### src/rtl/adder_tree_acc.sv
// adder_tree_acc: pipelined N-operand signed adder tree feeding a saturating per-packet beat accumulator
module adder_tree_acc #(
  parameter int WIDTH_IN  = 8,
  parameter int WIDTH_OUT = 16,
  parameter int N         = 27,
  parameter int RADIX     = 3,
  parameter int PIPELINE  = 1,
  parameter int ACC_W     = 24,
  parameter int SATURATE  = 1
) (
  input  logic                        clk,
  input  logic                        rst,
  input  logic                        in_valid,
  input  logic                        in_first,
  input  logic                        in_last,
  input  logic signed [WIDTH_IN-1:0]  inputs [N],
  output logic                        out_valid,
  output logic signed [WIDTH_OUT-1:0] sum,
  output logic                        overflow
);
  function automatic int depth_of(input int n, input int r);
    int d;
    longint p;
    d = 0;
    p = 1;
    while (p < n) begin
      p = p * r;
      d++;
    end
    return d;
  endfunction
  localparam int TW = WIDTH_IN + $clog2(N) + 1;
  localparam int D  = depth_of(N, RADIX < 2 ? 2 : RADIX);
  localparam int P  = RADIX ** D;
  localparam int L  = PIPELINE != 0 ? D : 0;
  if (RADIX != 2 && RADIX != 3) begin : g_bad_radix
    $fatal(1, "adder_tree_acc: RADIX must be 2 or 3");
  end
  if (N < 1 || ACC_W < TW || ACC_W < WIDTH_OUT) begin : g_bad_width
    $fatal(1, "adder_tree_acc: need N >= 1 and ACC_W >= max(TW, WIDTH_OUT)");
  end
  // Leaves are zero-padded to RADIX**D so every level is a uniform RADIX-way reduction
  for (genvar k = 0; k <= D; k++) begin : g_l
    localparam int M = P / (RADIX ** k);
    logic signed [TW-1:0] v [M];
    if (k == 0) begin : g_leaf
      always_comb begin
        v = '{default: '0};
        for (int j = 0; j < N; j++) v[j] = TW'(inputs[j]);
      end
    end else begin : g_node
      logic signed [TW-1:0] s [M];
      always_comb begin
        s = '{default: '0};
        for (int j = 0; j < M; j++)
          for (int c = 0; c < RADIX; c++) s[j] = s[j] + g_l[k-1].v[RADIX*j+c];
      end
      if (PIPELINE != 0) begin : g_reg
        always_ff @(posedge clk) v <= s;
      end else begin : g_comb
        assign v = s;
      end
    end
  end
  logic signed [TW-1:0] t;
  logic [2:0] c_in, c_t;
  assign t    = g_l[D].v[0];
  assign c_in = {in_valid, in_valid & in_first, in_valid & in_last};
  if (L == 0) begin : g_nctl
    assign c_t = c_in;
  end else begin : g_ctl
    logic [2:0] p [L];
    always_ff @(posedge clk) begin
      if (rst) p <= '{default: '0};
      else begin
        p[0] <= c_in;
        for (int i = 1; i < L; i++) p[i] <= p[i-1];
      end
    end
    assign c_t = p[L-1];
  end
  logic signed [ACC_W-1:0]     acc, base, ext, acc_next;
  logic signed [ACC_W:0]       raw;
  logic                        acc_ovf, clip, ovf_next, oor;
  logic [ACC_W-WIDTH_OUT:0]    top;
  logic signed [WIDTH_OUT-1:0] res;
  always_comb begin
    base     = c_t[1] ? '0 : acc;
    ext      = ACC_W'(t);
    raw      = {base[ACC_W-1], base} + {ext[ACC_W-1], ext};
    clip     = raw[ACC_W] != raw[ACC_W-1];
    acc_next = clip ? (raw[ACC_W] ? {1'b1, {(ACC_W-1){1'b0}}} : {1'b0, {(ACC_W-1){1'b1}}})
                    : raw[ACC_W-1:0];
    ovf_next = (!c_t[1] && acc_ovf) || clip;
    top      = acc_next[ACC_W-1:WIDTH_OUT-1];
    oor      = !(&top) && |top;
    res      = (oor && SATURATE != 0)
             ? (acc_next[ACC_W-1] ? {1'b1, {(WIDTH_OUT-1){1'b0}}} : {1'b0, {(WIDTH_OUT-1){1'b1}}})
             : acc_next[WIDTH_OUT-1:0];
  end
  always_ff @(posedge clk) begin
    if (rst) begin
      acc       <= '0;
      acc_ovf   <= 1'b0;
      out_valid <= 1'b0;
      sum       <= '0;
      overflow  <= 1'b0;
    end else begin
      out_valid <= c_t[2] & c_t[0];
      if (c_t[2]) begin
        acc     <= c_t[0] ? '0 : acc_next;
        acc_ovf <= c_t[0] ? 1'b0 : ovf_next;
        if (c_t[0]) begin
          sum      <= res;
          overflow <= ovf_next | oor;
        end
      end
    end
  end
endmodule

### config.mk
export PLATFORM = sky130hd
export DESIGN_NAME = adder_tree_acc
export DESIGN_NICKNAME = d
export VERILOG_FILES = /design/src/rtl/adder_tree_acc.sv
export SDC_FILE = /design/constraint.sdc
export NUM_CORES = 1
export LEC_CHECK = 0
export BUFFER_PORTS_ARGS = -buffer_cell sky130_fd_sc_hd__buf_2
export CORE_AREA = 2 2 149 151
export DETAILED_ROUTE_END_ITERATION = 10
export DIE_AREA = 0 0 151 153
export PLACE_DENSITY = 0.87
export SLEW_MARGIN = 30
export SYNTH_ARGS = -nofsm -noshare
export SYNTH_HDL_FRONTEND = slang
export SYNTH_SLANG_ARGS = --single-unit
### constraint.sdc
create_clock -name clk -period 9.8 [get_ports clk]
set_input_delay 0.49 -clock clk [delete_from_list [all_inputs] [get_ports clk]]
set_output_delay 0.49 -clock clk [all_outputs]
set_load 0.03 [all_outputs]
# Word-level counts from Yosys, hierarchy flattened
# Index checks and enable logic that the tools add are counted.
dict set report totals {
  ff_bits 192
  output_inout_bits 18
  elab_cells 68
}
dict set report classes {
  add_sub_neg 27
  eq_ne 1
  mux 7
  n_bitwise 4
  reduce_logical 8
}
# op count
set ops {}
lappend ops {{$mux W24} 4}
lappend ops {{$add A9 B8 Y10} 9}
lappend ops {{$add A8 B8 Y9} 9}
lappend ops {{$add A11 B10 Y12} 3}
lappend ops {{$add A10 B10 Y11} 3}
lappend ops {{$mux W16} 2}
lappend ops {{$add A24 B14 Y25} 1}
lappend ops {{$add A13 B12 Y14} 1}
lappend ops {{$add A12 B12 Y13} 1}
lappend ops {{$reduce_and A9 Y1} 1}
lappend ops {{$reduce_or A9 Y1} 1}
lappend ops {{$and A1 B1 Y1} 3}
lappend ops {{$logic_and A1 B1 Y1} 2}
lappend ops {{$logic_not A1 Y1} 2}
lappend ops {{$reduce_and A2 Y1} 1}
lappend ops {{$logic_or A1 B1 Y1} 1}
lappend ops {{$mux W1} 1}
lappend ops {{$ne A1 B1 Y1} 1}
lappend ops {{$or A1 B1 Y1} 1}

# Depth between registers and ports, before layout
dict set report logic_depth {
  word_depth 8
  mapped_depth 22
  ltp_nobuf 19
}

# Least setup slack after synthesis
# No wires, ideal clock.
dict set report synth_path {
  kind {register to register}
  startpoint {register g_ctl.p, in the netlist c_t[1]}
  endpoint {register sum[11]}
  arrival_time_ps 4472
  required_time_ps 9680
  slack_ps 5208
  path_stages_with_launch 18
  period_less_slack_ps 4592
  cell_sequence {dfxtp_1 clkbuf_1 nor2b_1 ha_1 nand3_2 or3_4 a2111o_1 a211oi_2 o21ai_2 ha_1 clkbuf_1 nor2_1 o2bb2ai_1 a211oi_1 nand3_1 o41ai_4 buf_6 a21oi_2}
}
dict set report synth_via {
  elab_chain_cells 8
  elab_cells_between_ends 11
  cone_classes {1 x add/sub; 1 x eq/ne; 5 x mux; 4 x reduce/logical}
}
# item line_no
set synth_rtl {}
lappend synth_rtl {{start: declaration} 72} ;# logic [2:0] p [L];
lappend synth_rtl {{$mux W24 *} 88} ;# base = c_t[1] ? '0 : acc;
lappend synth_rtl {{$add A24 B14 Y25 *} 90} ;# raw = {base[ACC_W-1], base} + {ext[ACC_W-1], ext};
lappend synth_rtl {{$mux W24 or $ne A1 B1 Y1 (tied branches)} {92, 91}}
lappend synth_rtl {{$mux W24 *} 92} ;# acc_next = clip ? (raw[ACC_W] ? {1'b1, {(ACC_W-1){1'b0}}} : {1'b0, {(ACC_W-1){1'b1}}})
lappend synth_rtl {{$reduce_and A9 Y1} 96} ;# oor = !(&top) && |top;
lappend synth_rtl {{$logic_not A1 Y1} 96}
lappend synth_rtl {{$logic_and A1 B1 Y1} 96}
lappend synth_rtl {{$mux W16 *} 98} ;# ? (acc_next[ACC_W-1] ? {1'b1, {(WIDTH_OUT-1){1'b0}}} : {1'b0, {(WIDTH_OUT-1){1'b1}}})
lappend synth_rtl {{end signal: assignment} 114} ;# sum <= res;
lappend synth_rtl {{end: declaration} 18} ;# output logic signed [WIDTH_OUT-1:0] sum,
# Every way passes the cells marked *; elsewhere a longest branch is shown, timed or not.
# A chain may end at the register's enable or synchronous reset.

# Worst setup path after layout
dict set report layout_path {
  startpoint {register g_ctl.p, in the netlist c_t[1]}
  endpoint {register sum[12]}
}
# The elaborated chain is that of the path after synthesis.

==> metrics.cfg <==
[pwr]
vdd_drop_max_uv = 192.7
power.leakage_nw = 7.363
power.density_mw_per_mm2 = 346.1
finalPower_mw = 5.246

[clocking]
cts_buffer_depth = 2
cts.sink_count = 192
cts_tree = yes
cts-hold-fix-buffers = 0
htree_num_levels = 4
ctsResizeCount = 0
insertion_delay_ns = 0.44
root_buffer = clkbuf_16
path_clk_slew_ns = 0.07
postCtsSetupRepairBufs = 0
cts_buffers = 17

[timing]
slew_headroom = 0.4141
setup_tns_ns = 0
post-route-period-util = 0.6255
final-setup-viol-count = 0
period_needed_ns = 6.130
tightest_slew_ns = 0.8735
fmax_mhz = 163.1
clock_skew_ns = 0.01195
hold_viol = 0
finalMaxSlewViolations = 0
worst_slack_ns = 3.670
rsz0062_at_grt = no

[outcome]
status = complete, no violations

[place]
hpwl_um = 23860
place_inst = 1813
place.port_buffers = 238
dp_slack_ns = 3.536
gp_congestion = 0.8697

[synth]
ys.flop_type = dfxtp_1
synth_edf_count = 0
synth_cell_types = 65
synth-seq-cells = 192
synth_warnings = 0
synth_nets = 1810
syn_inst = 1321
ys_seq_area_frac = 0.2934
synth.avg_cell_area_um2 = 9.918
syn_area_mm2 = 0.01310
async_flop_share = 0

[die]
dieHeight_um = 153
dieWidth_um = 151
die-area_mm2 = 0.02310
row_count = 54
start_util = 0.6098
pin_count = 239
core_mm2 = 0.02149

[finish]
syn2layout_area_growth_pct = 15.72
final_util = 0.7056
diodes = 0
stdcell_count = 1846
fin_nets = 2042
n_fill_cell = 1521
drive_gt1_frac = 0.1960

[route]
num_vias = 9977
avgViaCountPerCell = 5.405
drt_wl_total_um = 29040
routedWlPerCell_um = 15.73
drt_drc_violations_left = 0
drtAntennaViolNets = 0
drt_pass1_iterations = 5
drt-initial-drc-count = 445

[critical_path]
crit_type = reg -> reg
crit_required_ns = 10.10
start_kind = flip-flop
critPathMostFrequentCell = buf_4
arrival_ns = 6.43
critPathMaxFanout = 35
crit_path_top_delay_cell = dfxtp_1
crit_chain = buf_4 > nor2b_1 > ha_1 > a21o_1 > nand4_1 > a211oi_1 > o21ai_0 > a32oi_1 > a21oi_1 > o21bai_1 > xor2_1 > ha_1 > buf_4 > inv_1 > nand3_1 > a2111oi_0 > a211oi_1 > nand3_1 > o41ai_4 > buf_4 > a21oi_2
cp-end-kind = flip-flop
max_stage_delay_ns = 0.62

[global_routing]
grt_usage = 0.2655
overflow = 0
grt_max_degree = 37
first_global_vias = 10660
grt_pass1_wl_um = 49080
antenna_found_initial = 0

[worst_hold_path]
hp-class = in -> reg

[run]
maxCapViolCount = 0

==> layout make-up <==
cell class                 count  area [µm²]  area share
multi-input combinational    916        8446      0.5571
timing repair buffer         241        1214     0.08005
inverter                     185       694.4     0.04580
tap                          280       350.3     0.02311
clock buffer                  19       452.9     0.02988
sequential                   192        3844      0.2535
clock inverter                13       160.2     0.01056
==> metal layers <==
layer  GRT usage  vias up  part of all wire
met5           0        -                 0
met3     0.04537       76             0.040
li1            -     4891                 -
met2      0.4742      281              0.52
met4     0.09168        0             0.030
met1      0.3212     4729              0.41
==> cells in the mapped netlist (14+ instances only) <==
cell | n | area (µm²)
dfxtp_1 | 192 | 3844
a211oi_1 | 14 | 105.1
nor2b_1 | 43 | 269.0
nand2_1 | 42 | 157.7
xnor2_1 | 70 | 613.1
ha_1 | 140 | 1752
o21ai_0 | 74 | 370.4
nor2_1 | 74 | 277.8
clkbuf_1 | 25 | 93.84
a21o_1 | 27 | 202.7
o21bai_1 | 21 | 157.7
inv_1 | 184 | 690.7
xor2_1 | 25 | 219.0
a21oi_1 | 103 | 515.5
fa_1 | 128 | 2562
==> kinds of logic after synthesis <==
kind of cell             count (synthesis)  share of synthesized area
AND/OR/NAND/NOR                        215                    0.08137
XOR/XNOR                                95                    0.06351
AO/OA/AOI/OAI                          323                     0.1581
flip-flops                             192                     0.2934
multiplexers                            15                    0.01222
adder cells (fa/ha/maj)                268                     0.3293
buffers and inverters                  213                    0.06217
==> power by group <==
part | switching, mW | internal [mW]
Clock | 0.334 | 0.380
Combinational | 1.82 | 1.43
Sequential | 0.167 | 1.11
==> per-stage QoR <==
stage,hold slack (ns),area (µm²)
global route,0.2423,15160
CTS,0.2375,15150
floorplan,0.4138,13100
detailed placement,0.4289,14540
finish,0.2475,15160
global placement,0.4170,14540
==> critical path, delay by kind of cell (launching register included) <==
kind | cells | cell delay [ns]
compound gates | 10 | 2.73
xor+xnor | 1 | 0.11
fa+ha+maj | 2 | 0.56
buf+inv | 4 | 1.25
flops | 1 | 0.62
simple gates | 4 | 0.70
==> state kept, by name, indices dropped and copies added, names as in the netlist <==
signal     flops
acc           24
sum           16
c_t            3
out_valid      1
g_ctl.p        6
acc_ovf        1
overflow       1
g_l.v        140
==> cells in the final DEF (no fill, tap or decap), types with 8 or more instances in the layout <==
cell type  count
buf_2        238
dfxtp_1      192
inv_1        184
ha_1         140
fa_1         128
a21oi_1      103
o21ai_0       74
nor2_1        73
xnor2_1       70
nor2b_1       43
nand2_1       42
a21o_1        27
xor2_1        25
o21bai_1      21
clkbuf_16     17
a211oi_1      14
nand3_1       10
a21oi_2       10
o21a_1         9
nand2b_1       9
o211ai_1       9
nand4_1        9
mux2_2         8
a211o_1        8
==> worst paths after layout <==
check | from | depth (start not counted) | end | slack, ns
setup / recovery | c_t[1] | 21 | sum[12] | 3.67
hold / removal | in_last | 2 | g_ctl.p[6] | 0.25
setup reg to reg | c_t[1] | 21 | sum[12] | 3.67
hold reg to reg | g_ctl.p[8] | 1 | g_ctl.p[5] | 0.44
Power figures use the tool's default switching activity.
